## config.mk

```make
export PLATFORM = sky130hd
export DESIGN_NAME = branch_resolve_unit
export DESIGN_NICKNAME = d
export VERILOG_FILES = /design/src/rtl/branch_resolve_unit.sv
export SDC_FILE = /design/constraint.sdc
export NUM_CORES = 1
export LEC_CHECK = 0
export CAP_MARGIN = 10
export CORE_MARGIN = 5
export CORE_UTILIZATION = 35
export DETAILED_ROUTE_END_ITERATION = 10
export GPL_TIMING_DRIVEN = 0
export MAX_ROUTING_LAYER = met4
export REMOVE_ABC_BUFFERS = 1
export SLEW_MARGIN = 20
export SYNTH_ARGS = -nofsm -noshare
export SYNTH_HDL_FRONTEND = slang
export SYNTH_SLANG_ARGS = --single-unit
```

## constraint.sdc

```tcl
create_clock -name i_clk -period 3.3 [get_ports i_clk]
set_input_delay 0.825 -clock i_clk [delete_from_list [all_inputs] [get_ports i_clk]]
set_output_delay 0.825 -clock i_clk [all_outputs]
set_load 0.1 [all_outputs]
```

## src/rtl/branch_resolve_unit.sv

```systemverilog
// Branch resolve unit: flag register, 8-way condition evaluation, 2-bit BHT
// predictor, one-cycle-latency resolution with redirect PC and perf counters.
module branch_resolve_unit #(
  parameter int PC_WIDTH  = 8,
  parameter int BHT_DEPTH = 16,
  parameter int CNT_WIDTH = 16,
  parameter int FLAG_FWD  = 1
) (
  input  logic                 i_clk,
  input  logic                 i_rst,
  input  logic                 i_flags_we,
  input  logic [3:0]           i_flags,
  input  logic [PC_WIDTH-1:0]  i_fetch_pc,
  output logic                 o_pred_taken,
  input  logic                 i_br_valid,
  input  logic [2:0]           i_cond,
  input  logic [PC_WIDTH-1:0]  i_br_pc,
  input  logic [PC_WIDTH-1:0]  i_br_target,
  input  logic                 i_br_pred,
  input  logic                 i_flush,
  output logic                 o_res_valid,
  output logic                 o_taken,
  output logic                 o_mispredict,
  output logic [PC_WIDTH-1:0]  o_redirect_pc,
  output logic [CNT_WIDTH-1:0] o_br_count,
  output logic [CNT_WIDTH-1:0] o_mispred_count
);

  localparam int IDX_W = $clog2(BHT_DEPTH);
  localparam logic [PC_WIDTH-1:0]  PC_ONE  = PC_WIDTH'(1);
  localparam logic [CNT_WIDTH-1:0] CNT_ONE = CNT_WIDTH'(1);
  localparam logic [CNT_WIDTH-1:0] CNT_MAX = {CNT_WIDTH{1'b1}};

  // Two-bit saturating counter step toward the resolved direction.
  function automatic logic [1:0] bht_step(input logic [1:0] ctr, input logic up);
    logic [1:0] nxt;
    if (up) begin
      nxt = (ctr == 2'b11) ? 2'b11 : ctr + 2'b01;
    end else begin
      nxt = (ctr == 2'b00) ? 2'b00 : ctr - 2'b01;
    end
    return nxt;
  endfunction

  // Perf counter increment that sticks at all-ones.
  function automatic logic [CNT_WIDTH-1:0] cnt_sat_inc(input logic [CNT_WIDTH-1:0] cnt);
    return (cnt == CNT_MAX) ? CNT_MAX : cnt + CNT_ONE;
  endfunction

  logic [3:0]           flags_q, flags_d;
  logic [1:0]           bht_q [BHT_DEPTH];
  logic [1:0]           bht_d [BHT_DEPTH];
  logic                 res_valid_q, res_valid_d;
  logic                 taken_q, taken_d;
  logic                 mispredict_q, mispredict_d;
  logic [PC_WIDTH-1:0]  redirect_q, redirect_d;
  logic [CNT_WIDTH-1:0] br_count_q, br_count_d;
  logic [CNT_WIDTH-1:0] mispred_count_q, mispred_count_d;

  logic [3:0]           eval_flags_s;
  logic                 cond_base_s;
  logic                 cond_taken_s;
  logic                 issue_s;
  logic [IDX_W-1:0]     br_idx_s;
  logic                 unused_fetch_s;

  assign issue_s        = i_br_valid & ~i_flush;
  assign br_idx_s       = i_br_pc[IDX_W-1:0];
  assign o_pred_taken   = bht_q[i_fetch_pc[IDX_W-1:0]][1];
  assign unused_fetch_s = ^i_fetch_pc;

  // Flags seen by the branch: optionally bypass a same-cycle ALU write.
  always_comb begin
    if ((FLAG_FWD != 0) && i_flags_we) begin
      eval_flags_s = i_flags;
    end else begin
      eval_flags_s = flags_q;
    end
  end

  // Conditions come in complementary pairs; i_cond[0] inverts the base test.
  always_comb begin
    case (i_cond[2:1])
      2'b00:   cond_base_s = 1'b0;
      2'b01:   cond_base_s = eval_flags_s[3];
      2'b10:   cond_base_s = eval_flags_s[2] ^ eval_flags_s[0];
      2'b11:   cond_base_s = eval_flags_s[1];
      default: cond_base_s = 1'b0;
    endcase
    cond_taken_s = cond_base_s ^ i_cond[0];
  end

  // Next-state for flags, predictor table, result registers and counters.
  always_comb begin
    bht_d = bht_q;
    if (i_flags_we) begin
      flags_d = i_flags;
    end else begin
      flags_d = flags_q;
    end
    res_valid_d = issue_s;
    if (issue_s) begin
      taken_d           = cond_taken_s;
      mispredict_d      = cond_taken_s ^ i_br_pred;
      redirect_d        = cond_taken_s ? i_br_target : i_br_pc + PC_ONE;
      bht_d[br_idx_s]   = bht_step(bht_q[br_idx_s], cond_taken_s);
      br_count_d        = cnt_sat_inc(br_count_q);
      if (cond_taken_s ^ i_br_pred) begin
        mispred_count_d = cnt_sat_inc(mispred_count_q);
      end else begin
        mispred_count_d = mispred_count_q;
      end
    end else begin
      taken_d         = taken_q;
      mispredict_d    = mispredict_q;
      redirect_d      = redirect_q;
      br_count_d      = br_count_q;
      mispred_count_d = mispred_count_q;
    end
  end

  // State registers; reset overrides every other input.
  always_ff @(posedge i_clk) begin
    if (i_rst) begin
      flags_q         <= 4'b0000;
      res_valid_q     <= 1'b0;
      taken_q         <= 1'b0;
      mispredict_q    <= 1'b0;
      redirect_q      <= {PC_WIDTH{1'b0}};
      br_count_q      <= {CNT_WIDTH{1'b0}};
      mispred_count_q <= {CNT_WIDTH{1'b0}};
      for (int i = 0; i < BHT_DEPTH; i++) begin
        bht_q[i] <= 2'b01;
      end
    end else begin
      flags_q         <= flags_d;
      res_valid_q     <= res_valid_d;
      taken_q         <= taken_d;
      mispredict_q    <= mispredict_d;
      redirect_q      <= redirect_d;
      br_count_q      <= br_count_d;
      mispred_count_q <= mispred_count_d;
      for (int i = 0; i < BHT_DEPTH; i++) begin
        bht_q[i] <= bht_d[i];
      end
    end
  end

  assign o_res_valid     = res_valid_q;
  assign o_taken         = taken_q;
  assign o_mispredict    = mispredict_q;
  assign o_redirect_pc   = redirect_q;
  assign o_br_count      = br_count_q;
  assign o_mispred_count = mispred_count_q;

endmodule
```

==> results.md <==
* Outcome: finished, final reports clean
* Num rows at 39
* Worst Path Buf+Inv at 1
* Starting Density at 35.98%
* Syn Area/Cell at 9.291 sq um
* Comb pwr share at 16.2%
* Post-place setup slack at -1.028 ns
* Remaining Overflow, GRT at 0
* Max-Cap Viols at 0
* IO Port Bufs at 76
* Most frequent cells in the layout: 79 x dfxtp_1, 71 x clkdlybuf4s50_1, 63 x nor2_1
* Gr usage total at 16.45%
* Cts bufs inserted at 9
* Synth cell types at 47
* Setup slack after layout at 0.1254 ns
* Max incr delay on CP at 0.92 ns
* Sequential power share at 41.5%
* CP top delay family: buffers and inverters
* Residual DRC at 0
* Vias in the first global route at 3623
* Worst EP required at 3.56 ns
* Data arrival, critical path at 3.43 ns
* Post-DP HPWL at 7.649 mm
* Setup crit end kind: register
* Lkg Pwr at 0.001735 uW
* Crit-path cells: clkdlybuf4s50_1, mux4_2, a22oi_1, nand2_1, maj3_4, a31oi_1
* Switch Pwr at 685.8 uW
* Post-route clock period utilization at 96.20%
* Die area at 14120 sq um
* Clock transition at path regs at 0.06 ns
* WL final at 11.16 mm
* RSZ-0062 raised after global routing: false
* F_max at 315.0 MHz
* Sw Share at 28.76%
* Power Internal at 1699 uW
* CTS tree: done
* Vias per inst at 5.611
* Setup Buffers After CTS at 0
* Max VDD drop at 0.3218 mV
* Drt wl/cell at 17.04 um
* Die Wd at 118.8 um
* Area of the core at 11520 sq um
* Total number of vias at 3675
* Final critical-path required period at 3.175 ns
* Initial DRT Pass Iterations at 4
* Antenna violations before repair at 0
* Number of synthesized register bits at 79
* Asr flop ratio synth at 0%
* Sum Neg Setup Slack at 0 ns
* Synth Instances at 446
* Clock buffer depth at 2
* Io pins at 81
* PnR Total Power at 2384 uW
* Worst slew margin at 31.72%
* DRT antenna net count at 0
* Die height at 118.8 um
* Largest net degree at the start of global routing at 71
* CTS root buffer: clkbuf_16
* Final Skew at 0.008745 ns
* Worst Path Max Fanout at 16
* First-pass GRT wire length at 18.41 mm
* Most common cell after layout, fill and taps aside: dfxtp_1
* Clock share of power at 42.3%
* # hold bufs at CTS at 0
* Synth Warn # at 0
* Register area share after synthesis at 38.16%
* Fin nets at 550
* Finish-stage setup viols at 0
* Clock Sinks at 79
* Clk Latency, worst-skew pair at 0.35 ns
* Slew @ Worst Pin at 1.021 ns
* PD cells at 450.9 nW/um^2
* Fin. Hold Viols at 0
* Slowest-stage cell, CP: clkdlybuf4s50_1
* Max Slew Vio Count at 0
* DR iter-0 viols at 206
* Gpl congestion at 0.8199
* Hold WC Path Type: reg -> reg
* Number of fill cells in the layout at 1139
* CP Class: in -> reg
* Number of flops mapped to enable cells by yosys at 0
* Area grow syn2layout at 27.63%
* Ys flop type: dfxtp_1
* CP startpoint kind: input pin
* CTS H-Tree Depth at 3
* Antenna diodes at 0
* Layout cell share with drive strength beyond 1 at 10.74%
* Synth Cell Area at 4144 sq um
[path summary, 6_finish.rpt]
path                                            end  cells past startpoint  slack, ns                from
worst max register to register  o_mispred_count[13]                      6       0.69  o_mispred_count[0]
worst max-delay path                      bht_q[16]                      6       0.13          i_br_pc[1]
worst min register to register     o_redirect_pc[4]                      2       0.48    o_redirect_pc[4]
worst min-delay path               o_redirect_pc[4]                      2       0.48    o_redirect_pc[4]
[final cells by class]
type	count	area, sq um	area share (%)
sequential	79	1582	29.90
tap	143	178.9	3.383
timing repair buffer	77	777.0	14.69
inverter	9	35.03	0.6624
multi-input combinational	331	2417	45.71
clock inverter	6	60.06	1.136
clock buffer	10	239.0	4.519
[flip-flops by register name (all words and copies together) (netlist names)]
name             count
bht_q               32
o_br_count          16
o_mispred_count     16
o_redirect_pc        8
flags_q              4
o_mispredict         1
o_res_valid          1
o_taken              1
[worst register-to-register path: stages, from the launching register on]
cell	delay (ns)
dfxtp_1	0.41
ha_1	0.25
and4_1	0.29
nand4_1	0.26
or3_1	0.61
and3_1	0.37
a311oi_1	0.32
[cell families (layout without fill, tap and decap cells)]
group	Yosys count	in the layout	share of synthesized area [%]
simple gates	180	180	20.32
flops	79	79	38.16
buf+inv	36	102	3.985
xor+xnor	21	21	5.163
compound gates	106	106	22.25
mux	17	17	8.031
fa+ha+maj	7	7	2.083
[per-layer routing]
layer	share of wire [%]	routed length [um]	vias up	track usage, %
met5	0	0	-	-
met4	1.3	142	0	4.852
met3	6.0	666	11	5.782
met2	47	5226	87	25.33
met1	46	5124	1770	20.46
li1	-	-	1807	-
[synth_stat cells (4+ instances only)]
master	number	area (sq um)
a211oi_1	11	82.58
a21oi_1	18	90.09
a22oi_1	4	30.03
a311oi_1	22	192.7
a31oi_1	19	118.9
a31oi_4	10	212.7
a41oi_1	4	35.03
and3_1	6	37.54
and4_1	9	78.83
buf_2	5	25.02
clkbuf_1	17	63.81
dfxtp_1	79	1582
ha_1	6	75.07
inv_1	8	30.03
mux2i_1	4	40.04
mux4_2	13	292.8
nand2_1	40	150.1
nand2b_1	6	37.54
nand3_1	11	55.05
nand4_1	6	37.54
nor2_1	63	236.5
nor2b_1	4	25.02
nor3_1	29	145.1
o21ai_0	5	25.02
o32ai_1	6	52.55
xnor2_1	9	78.83
xor2_1	9	78.83
[power by group through the flow]
stage               Combinational, uW  Clock [uW]  Sequential [uW]
finish                            386        1010              989
global route                      414        1080              992
CTS                               386        1030              989
detailed placement                386           0             1010
global placement                  379           0             1010
floorplan                         145           0             1100
[through the flow]
stage / hold WS (ns) / cell area, sq um / instances / util, %
after floorplan: 0.4511 / 4013 / 419 / -
after global placement: 0.4604 / 4952 / 638 / 43.00
after detailed placement: 0.4659 / 4986 / 639 / 43.30
after CTS: 0.4767 / 5280 / 655 / 45.85
after global routing: 0.5082 / 5289 / 655 / 45.93
final: 0.4752 / 5289 / 655 / 45.93
[timing repair]
| action | CTS | global route |
|---|---|---|
| setup endpoints to repair | 33 | 33 |
| gates resized for setup | 10 | 5 |
| pin swaps | 0 | 0 |
(Power assumes the default switching activity.)
